--- config.mk ---
export PLATFORM = sky130hd
export DESIGN_NAME = sram_like_arbiter
export DESIGN_NICKNAME = d
export VERILOG_FILES = /design/src/rtl/sram_like_arbiter.sv
export SDC_FILE = /design/constraint.sdc
export NUM_CORES = 1
export LEC_CHECK = 0
export ABC_AREA = 1
export BUFFER_PORTS_ARGS = -buffer_cell sky130_fd_sc_hd__buf_2
export CAP_MARGIN = 20
export CORE_AREA = 2 2 107 109
export CTS_CLUSTER_SIZE = 28
export DETAILED_ROUTE_END_ITERATION = 10
export DIE_AREA = 0 0 109 111
export PLACE_DENSITY_LB_ADDON = 0.25
export RECOVER_POWER = 50
export SYNTH_ARGS = -nofsm -noshare
export SYNTH_HDL_FRONTEND = slang
export SYNTH_SLANG_ARGS = --single-unit
--- constraint.sdc ---
create_clock -name clk -period 3.1 [get_ports clk]
set_clock_uncertainty 0.15 [all_clocks]
set_input_delay 0.465 -clock clk [delete_from_list [all_inputs] [get_ports clk]]
set_output_delay 0.465 -clock clk [all_outputs]
set_load 0.02 [all_outputs]
--- src/rtl/sram_like_arbiter.sv ---
// sram_like_arbiter
//   Shares one SRAM-like memory port between instruction fetch (read-only) and
//   load/store. Data wins by default; fetch is forced after STARVE_LIMIT data
//   grants while it waits. A request that stalls on mem_addr_ok locks the
//   selection until it is accepted. An owner FIFO records which side each
//   accepted request belongs to, so in-order responses are steered back to
//   the correct requester. Request and response paths are purely combinational.
//
// Ports
//   clk, resetn                   clock, asynchronous active-low reset
//   inst_req/addr -> addr_ok      fetch request channel (word reads)
//   inst_data_ok, inst_rdata      fetch response
//   data_req/wr/size/addr/wdata   load/store request channel
//   data_addr_ok                  load/store request accepted
//   data_data_ok, data_rdata      load/store response
//   mem_req/wr/size/addr/wdata    shared memory request
//   mem_addr_ok                   memory accepted the request
//   mem_data_ok, mem_rdata        memory response, in acceptance order
module sram_like_arbiter #(
    parameter int unsigned MAX_OUTSTANDING = 4,
    parameter int unsigned STARVE_LIMIT    = 3
) (
    input  logic        clk,
    input  logic        resetn,
    input  logic        inst_req,
    input  logic [31:0] inst_addr,
    output logic        inst_addr_ok,
    output logic        inst_data_ok,
    output logic [31:0] inst_rdata,
    input  logic        data_req,
    input  logic        data_wr,
    input  logic [1:0]  data_size,
    input  logic [31:0] data_addr,
    input  logic [31:0] data_wdata,
    output logic        data_addr_ok,
    output logic        data_data_ok,
    output logic [31:0] data_rdata,
    output logic        mem_req,
    output logic        mem_wr,
    output logic [1:0]  mem_size,
    output logic [31:0] mem_addr,
    output logic [31:0] mem_wdata,
    input  logic        mem_addr_ok,
    input  logic        mem_data_ok,
    input  logic [31:0] mem_rdata
);

    localparam int unsigned PtrW = (MAX_OUTSTANDING > 1) ? $clog2(MAX_OUTSTANDING) : 1;
    localparam int unsigned CntW = PtrW + 1;
    localparam int unsigned StW  = $clog2(STARVE_LIMIT + 1);

    localparam logic [1:0] StFree  = 2'd0;
    localparam logic [1:0] StLockI = 2'd1;
    localparam logic [1:0] StLockD = 2'd2;

    logic [1:0]                 lock_q, lock_d;
    logic [MAX_OUTSTANDING-1:0] fifo_q, fifo_d;
    logic [PtrW-1:0]            wr_ptr_q, wr_ptr_d;
    logic [PtrW-1:0]            rd_ptr_q, rd_ptr_d;
    logic [CntW-1:0]            count_q, count_d;
    logic [StW-1:0]             starve_q, starve_d;

    logic full, force_i, sel_data, hs, push, pop, owner;

    always_comb begin
        full    = (count_q == CntW'(MAX_OUTSTANDING));
        mem_req = !full && (inst_req || data_req);
        force_i = inst_req && (starve_q == StW'(STARVE_LIMIT));

        // A stalled request must stay on the port unchanged until accepted.
        unique case (lock_q)
            StLockI: sel_data = 1'b0;
            StLockD: sel_data = 1'b1;
            default: sel_data = data_req && !force_i;
        endcase

        mem_wr    = sel_data ? data_wr    : 1'b0;
        mem_size  = sel_data ? data_size  : 2'd2;
        mem_addr  = sel_data ? data_addr  : inst_addr;
        mem_wdata = sel_data ? data_wdata : 32'd0;

        hs           = mem_req && mem_addr_ok;
        inst_addr_ok = hs && !sel_data;
        data_addr_ok = hs && sel_data;

        // Responses with nothing outstanding are ignored.
        push  = hs;
        pop   = mem_data_ok && (count_q != '0);
        owner = fifo_q[rd_ptr_q];

        inst_data_ok = pop && !owner;
        data_data_ok = pop && owner;
        inst_rdata   = mem_rdata;
        data_rdata   = mem_rdata;
    end

    always_comb begin
        lock_d = lock_q;
        if (lock_q == StFree) begin
            if (mem_req && !mem_addr_ok) begin
                lock_d = sel_data ? StLockD : StLockI;
            end
        end else if (hs) begin
            lock_d = StFree;
        end

        fifo_d   = fifo_q;
        wr_ptr_d = wr_ptr_q;
        rd_ptr_d = rd_ptr_q;
        if (push) begin
            fifo_d[wr_ptr_q] = sel_data;
            wr_ptr_d         = wr_ptr_q + PtrW'(1);
        end
        if (pop) begin
            rd_ptr_d = rd_ptr_q + PtrW'(1);
        end

        count_d = count_q;
        if (push && !pop) begin
            count_d = count_q + CntW'(1);
        end else if (pop && !push) begin
            count_d = count_q - CntW'(1);
        end

        // Counts data grants that overtook a waiting fetch.
        starve_d = starve_q;
        if (!inst_req || inst_addr_ok) begin
            starve_d = '0;
        end else if (data_addr_ok && (starve_q != StW'(STARVE_LIMIT))) begin
            starve_d = starve_q + StW'(1);
        end
    end

    always_ff @(posedge clk or negedge resetn) begin
        if (!resetn) begin
            lock_q   <= StFree;
            fifo_q   <= '0;
            wr_ptr_q <= '0;
            rd_ptr_q <= '0;
            count_q  <= '0;
            starve_q <= '0;
        end else begin
            lock_q   <= lock_d;
            fifo_q   <= fifo_d;
            wr_ptr_q <= wr_ptr_d;
            rd_ptr_q <= rd_ptr_d;
            count_q  <= count_d;
            starve_q <= starve_d;
        end
    end

endmodule

==> results of run 1 <==
[through the flow]
step,hold WS [ps],utilization
4_1_cts,339,0.240
3_3_place_gp,245,0.232
6_report,338,0.240
5_1_grt,363,0.240
2_1_floorplan,19.4,-
3_5_place_dp,254,0.232
[timing repair]
action,4_1_cts,5_1_grt
endpoints found under the hold margin,15,0
hold buffers,1,0
gates resized for setup,0,0
[registers in the layout (all words and copies together), names as in the netlist]
name / count
wr_ptr_q: 2
count_q: 3
rd_ptr_q: 2
starve_q: 2
lock_q: 2
fifo_q: 4
[where the power goes]
part	switching, mW	internal [mW]
logic	1.57	0.719
clock network	0.0794	0.172
registers	0.0663	0.284
[critical path, stage by stage (launching register included)]
cell and delay [ps]:
dfrtp_1 340, inv_1 60, ha_1 300, inv_1 80, nand3_1 90, nand2_2 510
nand2_1 150, nand2_1 100, buf_2 160
[cells in the mapped netlist (all sizes together) (2+ instances only)]
cell      n  area (µm²)
dfrtp    15         375
buf      72         559
clkbuf    3        11.3
ha        8         100
xor2      3        26.3
nand2   123         464
o21ai     7        35.0
a21oi     6        30.0
nand3     7        40.0
nor2     46         173
or2       2        12.5
inv      47         176
[worst min path at each step]
stage | start | endpoint | slack, ps | depth (start not counted)
after floorplan | resetn | count_q[0] | 20 | 0
after global placement | resetn | rd_ptr_q[1] | 240 | 1
after detailed placement | resetn | rd_ptr_q[0] | 250 | 1
after CTS | mem_data_ok | rd_ptr_q[0] | 340 | 3
after global routing | mem_data_ok | rd_ptr_q[0] | 360 | 3
final | fifo_q[2] | fifo_q[2] | 340 | 2
[kinds of logic (layout without fill, tap and decap cells)]
family / Yosys count / after routing / share of synthesized area
AOI/OAI and AO/OA: 14 / 14 / 0.0359
buffers and inverters: 122 / 229 / 0.363
DFF: 15 / 15 / 0.182
muxes: 1 / 1 / 0.00547
adders and majority gates: 9 / 9 / 0.0584
xor gates and xnor gates: 4 / 4 / 0.0170
and+or+nand+nor: 179 / 179 / 0.338
[metal layers]
layer / track usage / part of all wire / vias to the layer above
li1: - / - / 1157
met5: 0 / 0 / -
met1: 0.120 / 0.40 / 963
met3: 0.0235 / 0.10 / 21
met4: 0.0402 / 0.025 / 0
met2: 0.178 / 0.47 / 121
[area by class of cell]
cell class | instances | area [µm²] | area share
inverter | 47 | 176 | 0.0665
clock buffer | 3 | 75.1 | 0.0283
tap | 143 | 179 | 0.0674
timing repair buffer | 178 | 910 | 0.343
multi-input combinational | 207 | 933 | 0.352
clock inverter | 1 | 5.00 | 0.00189
sequential | 15 | 375 | 0.141
==> reports/metrics.cfg, run 1 <==
[status]
status = finished clean

[timing]
tns_ps = 0
tightest_slew_ps = 875
report.final.slew_viol_count = 0
timing.fmax_ghz = 0.376
setup_viol = 0
rsz0062_at_grt = no
period_minus_slack_ps = 2660
fin_crit_sh = 0.858
finalWorstSetupSlack_ps = 439
relSlewSlack = 0.417
hold_viol = 0

[critical_path]
worstPathRequired_ps = 2480
end_kind = output port
setup.worst_path.class = register to output port
crit_start = lock_q[0]
cp.arrival_ps = 2050
reg2reg_to = count_q[1]
critPathMaxFanout = 34
startpoint_type = register
reg2regPathDepth = 8
reg2reg_from = count_q[0]
reg2reg_slack_ps = 790
endpoint = mem_addr[20]

[clocking]
cts_buffer_depth = 2
cts_buffers = 3
cts_setup_buffers = 0
cts_sinks = 15
cts_max_level = 1
clk_pin_slew_ps = 50
ctsRootBufferMaster = clkbuf_16
clk_latency_ps = 250
cts_tree = yes

[grt]
gr-total-overflow = 0
antenna_found_initial = 0
grt_pass1_wl_mm = 10.0
grt_pass1_vias = 2159
grt_max_degree = 75
track_usage = 0.102

[synthesis]
async_reset_ff_frac = 1.00
synthesis.nets = 490
synth_area_um2 = 2060
ys_types = 22
ys_seq_area_frac = 0.182
yosys_register_bits = 15
avgSynthCellArea_um2 = 5.98
synthFlopType = dfrtp_1
yosys_warnings = 0
synth_edf_count = 0
syn_inst = 344

[flow_run]
max_cap_violations = 0

[floorplanning]
die_y_um = 111
ios = 273
initial_core_util = 0.186
dieArea_um2 = 12100
core_area_um2 = 11100
die_width_um = 109
num_rows = 39

[final_layout]
n_fill_cell = 1293
antenna_cells = 0
drive_gt1_frac = 0.408
layout_commonest_cell = buf_2
stdcell_count = 594
postLayoutCellArea_um2 = 2650
mostFrequentLayoutCells = 175 x buf_2, 121 x nand2_1, 47 x inv_1, 46 x nor2_1, 15 x dfrtp_1
nNetsFinal = 598
area_delta_synth_final_pct = 28.9

[route]
avgViaCountPerCell = 3.81
avgRoutedWirePerCell_um = 11.0
finalWirelength_mm = 6.54
drcViolationCount = 0
postRouteAntennaNets = 0
drtIter0Drc = 99
dr.pass1.iters = 4
vias = 2262

[power]
peakVddDrop_mv = 0.429
p_leak_nw = 1.76
total_power_mw = 2.89
p_per_area_nw_per_um2 = 1090

[placement]
post-place-ws_ps = 676
placed_cells = 589
io_buffer_count = 176
dp_hpwl_mm = 5.31
placed_area_um2 = 2570
gp_congestion = 0.707

[min_path]
hold_class = register to register

No activity file was read; power rests on OpenSTA's default activity.
==> run 2: changes to the inputs <==
Settings changed: CORE_AREA 2 2 107 109 to 2 2 105 107, CTS_CLUSTER_SIZE 28 to 30, DIE_AREA 0 0 109 111 to 0 0 107 109.
Clock period 3.1 ns to 2.6 ns, I/O delays scaled along.
==> reports/metrics.cfg, run 2 (synthesis results as in run 1) <==
[critical_path]
startpoint_type = register
setup.worst_path.class = register to output port
cp.arrival_ps = 1910  ; -140 ps
end_kind = output port
reg2reg_from = count_q[0]
crit_start = lock_q[0]
worstPathRequired_ps = 2060  ; -420 ps
critPathMaxFanout = 20  ; -41%

[grt]
grt_max_degree = 41  ; -45%
antenna_found_initial = 0  ; unchanged
gr-total-overflow = 0  ; unchanged
track_usage = 0.0991  ; -0.00324
grt_pass1_wl_mm = 9.45  ; -5.6%
grt_pass1_vias = 2106  ; -2.5%

[timing]
timing.fmax_ghz = 0.409
fin_crit_sh = 0.941
relSlewSlack = 0.432  ; +0.0158
period_minus_slack_ps = 2450
whs_ps = 258  ; -80.3 ps
setup_viol = 0  ; unchanged
rsz0062_at_grt = no
tightest_slew_ps = 851  ; -23.7 ps
hold_viol = 0  ; unchanged
report.final.slew_viol_count = 0  ; unchanged
tns_ps = 0  ; unchanged

[clocking]
cts_sinks = 15  ; unchanged
clk_latency_ps = 250  ; about the same
cts_max_level = 1  ; unchanged
cts_buffers = 3  ; unchanged
cts_tree = yes
ctsRootBufferMaster = clkbuf_8
cts_buffer_depth = 2  ; unchanged
clk_pin_slew_ps = 70  ; +20 ps

[final_layout]
largest_registers = fifo_q: 4 flops, count_q: 3 flops
max_flop_register = fifo_q
mostFrequentLayoutCells = 175 x buf_2, 121 x nand2_1, 47 x inv_1, 46 x nor2_1, 15 x dfrtp_1
nNetsFinal = 603  ; +0.84%
layout_commonest_cell = buf_2
drive_gt1_frac = 0.414  ; +0.00649
largest_reg_flops = 4  ; unchanged
area_delta_synth_final_pct = 31.0
antenna_cells = 0  ; unchanged

[route]
finalWirelength_mm = 6.43  ; -1.8%
avgViaCountPerCell = 3.87  ; +1.7%
postRouteAntennaNets = 0  ; unchanged
avgRoutedWirePerCell_um = 10.8  ; -2.1%
vias = 2308  ; +2.0%
drcViolationCount = 0  ; unchanged
drtIter0Drc = 87  ; -12%
dr.pass1.iters = 4  ; unchanged

[floorplanning]
die_width_um = 107  ; -1.8%
core_area_um2 = 10600  ; -4.3%
dieArea_um2 = 11700  ; -3.6%
ios = 273  ; unchanged
num_rows = 38  ; -2.6%
die_y_um = 109  ; -1.8%
initial_core_util = 0.194  ; +0.00831

[min_path]
hold_class = input port to register
hold_start = mem_data_ok

[placement]
io_buffer_count = 176  ; unchanged
gp_congestion = 0.671  ; -5.1%
dp_hpwl_mm = 5.41  ; +1.7%

[flow_run]
max_cap_violations = 0  ; unchanged

[power]
p_per_area_nw_per_um2 = 1320  ; +21%
p_leak_nw = 1.79  ; +1.5%
total_power_mw = 3.55  ; +23%
peakVddDrop_mv = 0.505  ; +18%

[status]
status = finished clean

run 2: cell types whose count changed in the layout (fill, tap and decap cells not counted), sizes merged:
cell and delta:
buf +4, clkbuf +1
run 2: critical path: stages (launching register included):
cell     delay [ps]
dfrtp_1         350
inv_1            60
ha_1            310
inv_1            90
or2_1           140
nand2_4         110
buf_12          170
or2_2           260
buf_2           160
run 2: final timing paths:
path | end | slack [ps] | cells past startpoint
setup / recovery | mem_size[1] | 150 | 8
hold / removal | rd_ptr_q[0] | 260 | 3
setup reg to reg | count_q[1] | 330 | 8
hold reg to reg | rd_ptr_q[1] | 350 | 1
max in group asynchronous | fifo_q[2] | 1160 | 2
min in group asynchronous | count_q[1] | 610 | 2
run 2: through the flow:
step                      setup WS (ps)  utilization  instance area [µm²]  instances
final                               152        0.254                 2700        596
after global routing               20.1        0.254                 2700        596
after CTS                          19.4        0.251                 2660        594
after detailed placement            309        0.245                 2600        589
after global placement              360        0.245                 2600        589
after floorplan                     572            -                 2060        344
run 2: report_power, final:
part / switching (mW) / leakage, nW / internal (mW)
logic: 1.91 / 1.58 / 1.02
clock network: 0.0860 / 0.0255 / 0.106
registers: 0.0813 / 0.186 / 0.338
total: 2.08 / 1.79 / 1.47
run 2: final cells by class:
class | instances | area (µm²)
tap | 140 | 175
multi-input combinational | 207 | 938
timing repair buffer | 183 | 985
clock buffer | 3 | 41.3
fill | 1180 | 7910
sequential | 15 | 375
clock inverter | 1 | 5.00
inverter | 47 | 176
run 2: metal layers:
layer | share of wire | global-route usage | vias up
li1 | - | - | 1163
met1 | 0.40 | 0.114 | 991
met2 | 0.50 | 0.181 | 137
met3 | 0.083 | 0.0251 | 17
met4 | 0.017 | 0.0306 | 0
met5 | 0 | 0 | -
run 2: what timing repair did:
action,in CTS,in global routing
buffers inserted,0,1
resized for setup,0,4
endpoints found under the hold margin,15,0
hold buffers,1,0
endpoints found under the setup margin,0,34
